**src/rtl/memory_sequencer_pkg.sv**
```systemverilog
// Shared types for the memory sequencer: memory op/bus encodings, data commands, FSM states.
// Latency: n/a (types and helpers only).
// Backpressure: n/a.
package memory_sequencer_pkg;

   localparam int WORD_W  = 8;
   localparam int INSTR_W = 16;

   // Operation codes understood by the memory block.
   typedef enum logic [2:0] {
      NOP      = 3'd0,
      READ     = 3'd1,
      WRITE    = 3'd2,
      ABSOLUTE = 3'd3,
      REL_ADD  = 3'd4,
      REL_SUB  = 3'd5,
      INC      = 3'd6
   } memory_op_e;

   // Which address register the memory op targets.
   typedef enum logic {
      MAR = 1'b0,
      PC  = 1'b1
   } memory_bus_selector_e;

   // Commands accepted from the data requester.
   typedef enum logic [2:0] {
      LOAD     = 3'd0,
      STORE    = 3'd1,
      JUMP_ABS = 3'd2,
      JUMP_ADD = 3'd3,
      JUMP_SUB = 3'd4
   } data_cmd_e;

   typedef enum logic [3:0] {
      IDLE        = 4'd0,
      F_RD0_ISSUE = 4'd1,
      F_RD0_CAP   = 4'd2,
      F_RD1_ISSUE = 4'd3,
      F_RD1_CAP   = 4'd4,
      F_INC       = 4'd5,
      D_SETMAR    = 4'd6,
      D_RD_ISSUE  = 4'd7,
      D_RD_CAP    = 4'd8,
      D_WR        = 4'd9,
      D_JMP       = 4'd10,
      D_DONE      = 4'd11
   } seq_state_e;

   // Memory op that implements a PC jump command.
   function automatic memory_op_e jump_op(input data_cmd_e cmd);
      case (cmd)
         JUMP_ADD: jump_op = REL_ADD;
         JUMP_SUB: jump_op = REL_SUB;
         default:  jump_op = ABSOLUTE;
      endcase
   endfunction

endpackage

```
**src/rtl/memory_sequencer_seq_arbiter.sv**
```systemverilog
// Two-way arbiter (fetch vs data) with a last-grant register; optional round-robin.
// Latency: combinational grant while enabled; last-grant register updates on the grant edge.
// Backpressure: grants only while i_enable is high; requesters hold req until granted.
// Ports: i_clock/i_reset (async, active-high), i_enable (sequencer idle),
//        i_fetch_req/i_data_req requests, o_grant_fetch/o_grant_data one-hot grants.
module seq_arbiter
#(
   parameter bit ROUND_ROBIN = 1'b1
) (
   input  logic i_clock,
   input  logic i_reset,
   input  logic i_enable,
   input  logic i_fetch_req,
   input  logic i_data_req,
   output logic o_grant_fetch,
   output logic o_grant_data
);

   // 1 = fetch was granted most recently. Resets to data so fetch wins the first tie.
   logic r_last_fetch;

   always_comb begin
      o_grant_fetch = 1'b0;
      o_grant_data  = 1'b0;
      if (i_enable) begin
         if (i_fetch_req && i_data_req) begin
            if (ROUND_ROBIN) begin
               o_grant_fetch = ~r_last_fetch;
               o_grant_data  = r_last_fetch;
            end else begin
               o_grant_fetch = 1'b1;
            end
         end else begin
            o_grant_fetch = i_fetch_req;
            o_grant_data  = i_data_req;
         end
      end
   end

   always_ff @(posedge i_clock or posedge i_reset) begin
      if (i_reset) begin
         r_last_fetch <= 1'b0;
      end else if (o_grant_fetch || o_grant_data) begin
         r_last_fetch <= o_grant_fetch;
      end
   end

endmodule

```
**src/rtl/memory_sequencer.sv**
```systemverilog
// Sequences memory ops for an instruction-fetch requester and a data requester.
// Latency: grant edge to ack cycle = fetch 5, LOAD 4, STORE 3, jump 2.
// Backpressure: req/ack handshake; a req is held until its one-cycle ack, never preempted.
// Ports: i_clock/i_reset (async, active-high); fetch: i_fetch_req, o_fetch_ack, o_instr;
//        data: i_data_req, i_data_cmd, i_data_addr, i_data_word, i_data_wdata, o_data_ack,
//        o_data_rdata; o_busy; memory side: o_mem_in, i_mem_out, o_mem_word_sel,
//        o_mem_bus_sel, o_mem_op.
module memory_sequencer
   import memory_sequencer_pkg::*;
#(
   parameter bit ROUND_ROBIN = 1'b1
) (
   input  logic               i_clock,
   input  logic               i_reset,
   input  logic               i_fetch_req,
   output logic               o_fetch_ack,
   output logic [INSTR_W-1:0] o_instr,
   input  logic               i_data_req,
   input  logic [2:0]         i_data_cmd,
   input  logic [WORD_W-1:0]  i_data_addr,
   input  logic               i_data_word,
   input  logic [WORD_W-1:0]  i_data_wdata,
   output logic               o_data_ack,
   output logic [WORD_W-1:0]  o_data_rdata,
   output logic               o_busy,
   output logic [WORD_W-1:0]  o_mem_in,
   input  logic [WORD_W-1:0]  i_mem_out,
   output logic               o_mem_word_sel,
   output logic               o_mem_bus_sel,
   output logic [2:0]         o_mem_op
);

   seq_state_e           r_state;
   seq_state_e           w_next;
   data_cmd_e            r_cmd;
   logic [WORD_W-1:0]    r_addr;
   logic [WORD_W-1:0]    r_wdata;
   logic                 r_word;
   logic [INSTR_W-1:0]   r_instr;
   logic [WORD_W-1:0]    r_rdata;

   logic                 w_idle;
   logic                 w_grant_fetch;
   logic                 w_grant_data;
   memory_op_e           w_op;
   memory_bus_selector_e w_bus;
   logic [WORD_W-1:0]    w_in;
   logic                 w_word;
   logic                 w_fetch_ack;
   logic                 w_data_ack;

   assign w_idle = (r_state == IDLE);

   seq_arbiter #(
      .ROUND_ROBIN (ROUND_ROBIN)
   ) u_arb (
      .i_clock       (i_clock),
      .i_reset       (i_reset),
      .i_enable      (w_idle),
      .i_fetch_req   (i_fetch_req),
      .i_data_req    (i_data_req),
      .o_grant_fetch (w_grant_fetch),
      .o_grant_data  (w_grant_data)
   );

   always_ff @(posedge i_clock or posedge i_reset) begin
      if (i_reset) begin
         r_state <= IDLE;
      end else begin
         r_state <= w_next;
      end
   end

   // Command operands are frozen at the grant edge so the requester's bus may
   // change freely while the transaction runs.
   always_ff @(posedge i_clock or posedge i_reset) begin
      if (i_reset) begin
         r_cmd   <= LOAD;
         r_addr  <= '0;
         r_word  <= 1'b0;
         r_wdata <= '0;
      end else if (w_idle && w_grant_data) begin
         r_cmd   <= data_cmd_e'(i_data_cmd);
         r_addr  <= i_data_addr;
         r_word  <= i_data_word;
         r_wdata <= i_data_wdata;
      end
   end

   // The memory only drives read data during the second READ cycle, so
   // captures happen on the edge leaving each *_CAP state.
   always_ff @(posedge i_clock or posedge i_reset) begin
      if (i_reset) begin
         r_instr <= '0;
         r_rdata <= '0;
      end else begin
         case (r_state)
            F_RD0_CAP: r_instr[15:8] <= i_mem_out;
            F_RD1_CAP: r_instr[7:0]  <= i_mem_out;
            D_RD_CAP:  r_rdata       <= i_mem_out;
            default:   ;
         endcase
      end
   end

   always_comb begin
      w_next      = r_state;
      w_op        = NOP;
      w_bus       = MAR;
      w_in        = '0;
      w_word      = 1'b0;
      w_fetch_ack = 1'b0;
      w_data_ack  = 1'b0;

      case (r_state)
         IDLE: begin
            if (w_grant_fetch) begin
               w_next = F_RD0_ISSUE;
            end else if (w_grant_data) begin
               case (data_cmd_e'(i_data_cmd))
                  LOAD, STORE:                  w_next = D_SETMAR;
                  JUMP_ABS, JUMP_ADD, JUMP_SUB: w_next = D_JMP;
                  // Undefined command codes are acknowledged without touching memory.
                  default:                      w_next = D_DONE;
               endcase
            end
         end
         F_RD0_ISSUE: begin
            w_op   = READ;
            w_bus  = PC;
            w_next = F_RD0_CAP;
         end
         F_RD0_CAP: begin
            w_op   = READ;
            w_bus  = PC;
            w_next = F_RD1_ISSUE;
         end
         F_RD1_ISSUE: begin
            w_op   = READ;
            w_bus  = PC;
            w_word = 1'b1;
            w_next = F_RD1_CAP;
         end
         F_RD1_CAP: begin
            w_op   = READ;
            w_bus  = PC;
            w_word = 1'b1;
            w_next = F_INC;
         end
         F_INC: begin
            w_op        = INC;
            w_bus       = PC;
            w_fetch_ack = 1'b1;
            w_next      = IDLE;
         end
         D_SETMAR: begin
            w_op   = ABSOLUTE;
            w_in   = r_addr;
            w_next = (r_cmd == LOAD) ? D_RD_ISSUE : D_WR;
         end
         D_RD_ISSUE: begin
            w_op   = READ;
            w_word = r_word;
            w_next = D_RD_CAP;
         end
         D_RD_CAP: begin
            w_op   = READ;
            w_word = r_word;
            w_next = D_DONE;
         end
         D_WR: begin
            w_op   = WRITE;
            w_word = r_word;
            w_in   = r_wdata;
            w_next = D_DONE;
         end
         D_JMP: begin
            w_op   = jump_op(r_cmd);
            w_bus  = PC;
            w_in   = r_addr;
            w_next = D_DONE;
         end
         D_DONE: begin
            w_data_ack = 1'b1;
            w_next     = IDLE;
         end
         default: begin
            w_next = IDLE;
         end
      endcase
   end

   assign o_mem_op       = w_op;
   assign o_mem_bus_sel  = w_bus;
   assign o_mem_in       = w_in;
   assign o_mem_word_sel = w_word;
   assign o_fetch_ack    = w_fetch_ack;
   assign o_data_ack     = w_data_ack;
   assign o_instr        = r_instr;
   assign o_data_rdata   = r_rdata;
   assign o_busy         = ~w_idle;

endmodule
```
**config.mk**
```make
export PLATFORM = sky130hd
export DESIGN_NAME = memory_sequencer
export DESIGN_NICKNAME = d
export VERILOG_FILES = /design/src/rtl/memory_sequencer_pkg.sv /design/src/rtl/memory_sequencer_seq_arbiter.sv /design/src/rtl/memory_sequencer.sv
export SDC_FILE = /design/constraint.sdc
export NUM_CORES = 1
export LEC_CHECK = 0
export CAP_MARGIN = 15
export CORE_MARGIN = 4
export CORE_UTILIZATION = 47
export DETAILED_ROUTE_END_ITERATION = 12
export PLACE_DENSITY = 0.8
export SLEW_MARGIN = 40
export SYNTH_ARGS = -nofsm -noshare
export SYNTH_HDL_FRONTEND = slang
export SYNTH_SLANG_ARGS = --single-unit
export TNS_END_PERCENT = 1
```
**constraint.sdc**
```tcl
create_clock -name i_clock -period 2.1 [get_ports i_clock]
set_input_delay 0.315 -clock i_clock [delete_from_list [all_inputs] [get_ports i_clock]]
set_output_delay 0.315 -clock i_clock [all_outputs]
set_load 0.02 [all_outputs]
```
==> flow_summary.ini <==
[power_and_ir_drop]
p_comb_frac = 0.556
irDropWorstVdd_mv = 1.05
net-switching-power_mw = 1.98
powerDensity_nw_per_um2 = 1580
sequentialPowerShare = 0.332
clockPowerShare = 0.112
sw_frac_of_total = 0.375
power_leakage_nw = 1.49
internal_power_mw = 3.29

[placement]
place.gp.congestion = 0.845
port_buffers = 71
dp_slack_ps = 2.90
dp_hpwl_mm = 4.26

[critical_path]
startpoint_type = flip-flop
cp.required_ps = 1780
worst_setup_path_end_kind = output port
arrival_ps = 1760
critPathMaxFanout = 2
ff2ff_path_depth = 7
worstSetupPathType = reg -> out

[synthesis]
synthDominantCellAreaShare = 0.515
ys_top_cells_by_area = dfrtp_1 51%, mux2_4 13%, mux2_2 11%
yosysMostFrequentCell = dfrtp_1
synth_ff_type = dfrtp_1
synth_nets = 215
yosysTopAreaCell = dfrtp_1
synth-seq-cells = 49
synth.distinct_cells = 40
syn_inst = 183
synth-edff-count = 0
synth_area_um2 = 2380
syn_area_per_cell_um2 = 13.0
synth-async-reset-ratio = 1.00
yosysSeqAreaShare = 0.515
netlist_top_cells_count = 49 x dfrtp_1, 24 x mux2_2, 20 x mux2_4, 9 x nor2_1
yosysWarnings = 0

[sta]
clock_skew_ps = 2.80
worstMarginPinSlew_ps = 591
finalHoldViolations = 0
fin_crit_sh = 0.990
hold_ws_ps = 401
fin_crit_ps = 2080
setup_viol = 0
timing.final.ws_setup_ps = 21.7
max_freq_mhz = 481
relSlewSlack = 0.605
tns_ps = 0
rsz0062_at_grt = true
maxSlewViolCount = 0

[detailed_routing]
via_count = 1811
antenna_left = 0
vias_per_cell = 5.31
firstDrtPassIters = 4
route.detailed.drc = 0
routed_wirelength_mm = 5.53
drt_iter0_drc = 111
avgRoutedWirePerCell_um = 16.2

[cells_and_area]
antenna_cells_inserted = 0
synthToLayoutAreaGrowth_pct = 40.2
fin_nets = 305
drive_above_1_share = 0.354

[hold_path]
hold_path_class = in -> async

[global_route]
antenna_found_initial = 0
grt_pass1_wl_mm = 9.28
overflow = 0
grt_pass1_vias = 1915
grt_util_all_layers = 0.192
grt_max_degree = 30

[floorplan]
rows = 25
initial_core_util = 0.494
io_pins = 72
core_region_area_um2 = 4820
fp.dieArea_um2 = 6270
die_h_um = 79.2
die_w_um = 79.2

[clock_tree]
cts_resized = 23
clockBufferDepth = 2
path_clk_slew_ps = 80
numCtsBuffers = 5
holdBufCountCts = 0
cts_max_level = 2
cts-root-buf = clkbuf_8
cts_tree = built
postCtsSetupBuffers = 0
cts_sinks = 49
clk_latency_ps = 290

[run]
drv_cap = 0

[status]
status = completed
[per-layer routing]
layer | global-route usage | wire length (um)
met1 | 0.237 | 2330
met5 | 0 | 0
met4 | 0.0567 | 72
met3 | 0.0476 | 283
met2 | 0.332 | 2850
[power by group through the flow]
stage / Combinational [mW] / Sequential, mW / Clock [mW]
floorplan: 1.60 / 1.94 / 0
global placement: 2.97 / 1.74 / 0
detailed placement: 3.03 / 1.76 / 0
CTS: 2.98 / 1.75 / 0.604
global route: 3.12 / 1.82 / 0.649
finish: 2.93 / 1.75 / 0.591
[path summary, 6_finish.rpt]
kind	from	end	slack, ps
setup reg to reg	r_state[1]	r_wdata[0]	270
max in group asynchronous	i_reset	r_addr[5]	1090
hold / removal	i_reset	o_instr[4]	400
min in group i_clock	o_instr[12]	o_instr[12]	510
hold reg to reg	o_instr[12]	o_instr[12]	510
setup / recovery	r_cmd[2]	o_mem_op[2]	20
[area by class of cell]
class | count | area, um2
fill | 373 | 1480
sequential | 49 | 1230
multi-input combinational | 120 | 1070
timing repair buffer | 93 | 838
clock buffer | 7 | 96.3
tap | 67 | 83.8
inverter | 4 | 15.0
clock inverter | 1 | 5.00
[metrics by stage]
step                      cells  utilization  power, mW  instance area, um2
after detailed placement    333        0.681       4.79                3280
after global routing        341        0.693       5.59                3340
after CTS                   341        0.700       5.33                3370
after global placement      333        0.681       4.71                3280
final                       341        0.693       5.27                3340
after floorplan             183            -       3.54                2380
[state kept, by name, summed over array words and instances, names as in the netlist]
signal and count:
u_arb.r_last_fetch 1, r_wdata 8, r_addr 8, r_cmd 3
o_data_rdata 8, o_instr 16, r_state 4, r_word 1
[worst max-delay path: stages (launching register included)]
cell	delay (ps)
dfrtp_1	380
and3b_1	230
a21oi_1	60
or4_1	400
o21ai_0	80
clkdlybuf4s15_1	320
[kinds of logic (layout without fill, tap and decap cells)]
| family | Yosys count | after routing | synth area share |
|---|---|---|---|
| xor+xnor | 1 | 1 | 0.00368 |
| simple gates | 39 | 39 | 0.0988 |
| buf+inv | 14 | 105 | 0.0373 |
| flops | 49 | 49 | 0.515 |
| mux | 44 | 44 | 0.240 |
| compound gates | 36 | 36 | 0.106 |
[layout by cell type, fill, tap and decap left out, types with 2 or more instances in the layout]
cell type        synthesis  routed
inv_1                    3       2
buf_4                    1      21
nand2b_1                 3       3
nand2_1                  8       8
o21ai_0                  8       8
dfrtp_1                 49      47
clkdlybuf4s15_1          0       3
dfrtp_2                  0       2
nor3_1                   2       2
a311oi_1                 2       2
a21oi_1                  7       7
mux2_2                  24      24
nand3_1                  2       2
clkdlybuf4s50_1          0      55
mux2_4                  20      20
inv_2                    1       2
clkbuf_2                 0       9
a22o_1                   8       8
clkbuf_8                 0       7
nor2_1                   9       9
o22ai_1                  2       2
dlygate4sd2_1            0       4
a31oi_1                  4       4
Note: power is estimated with default switching activity, not from simulation.
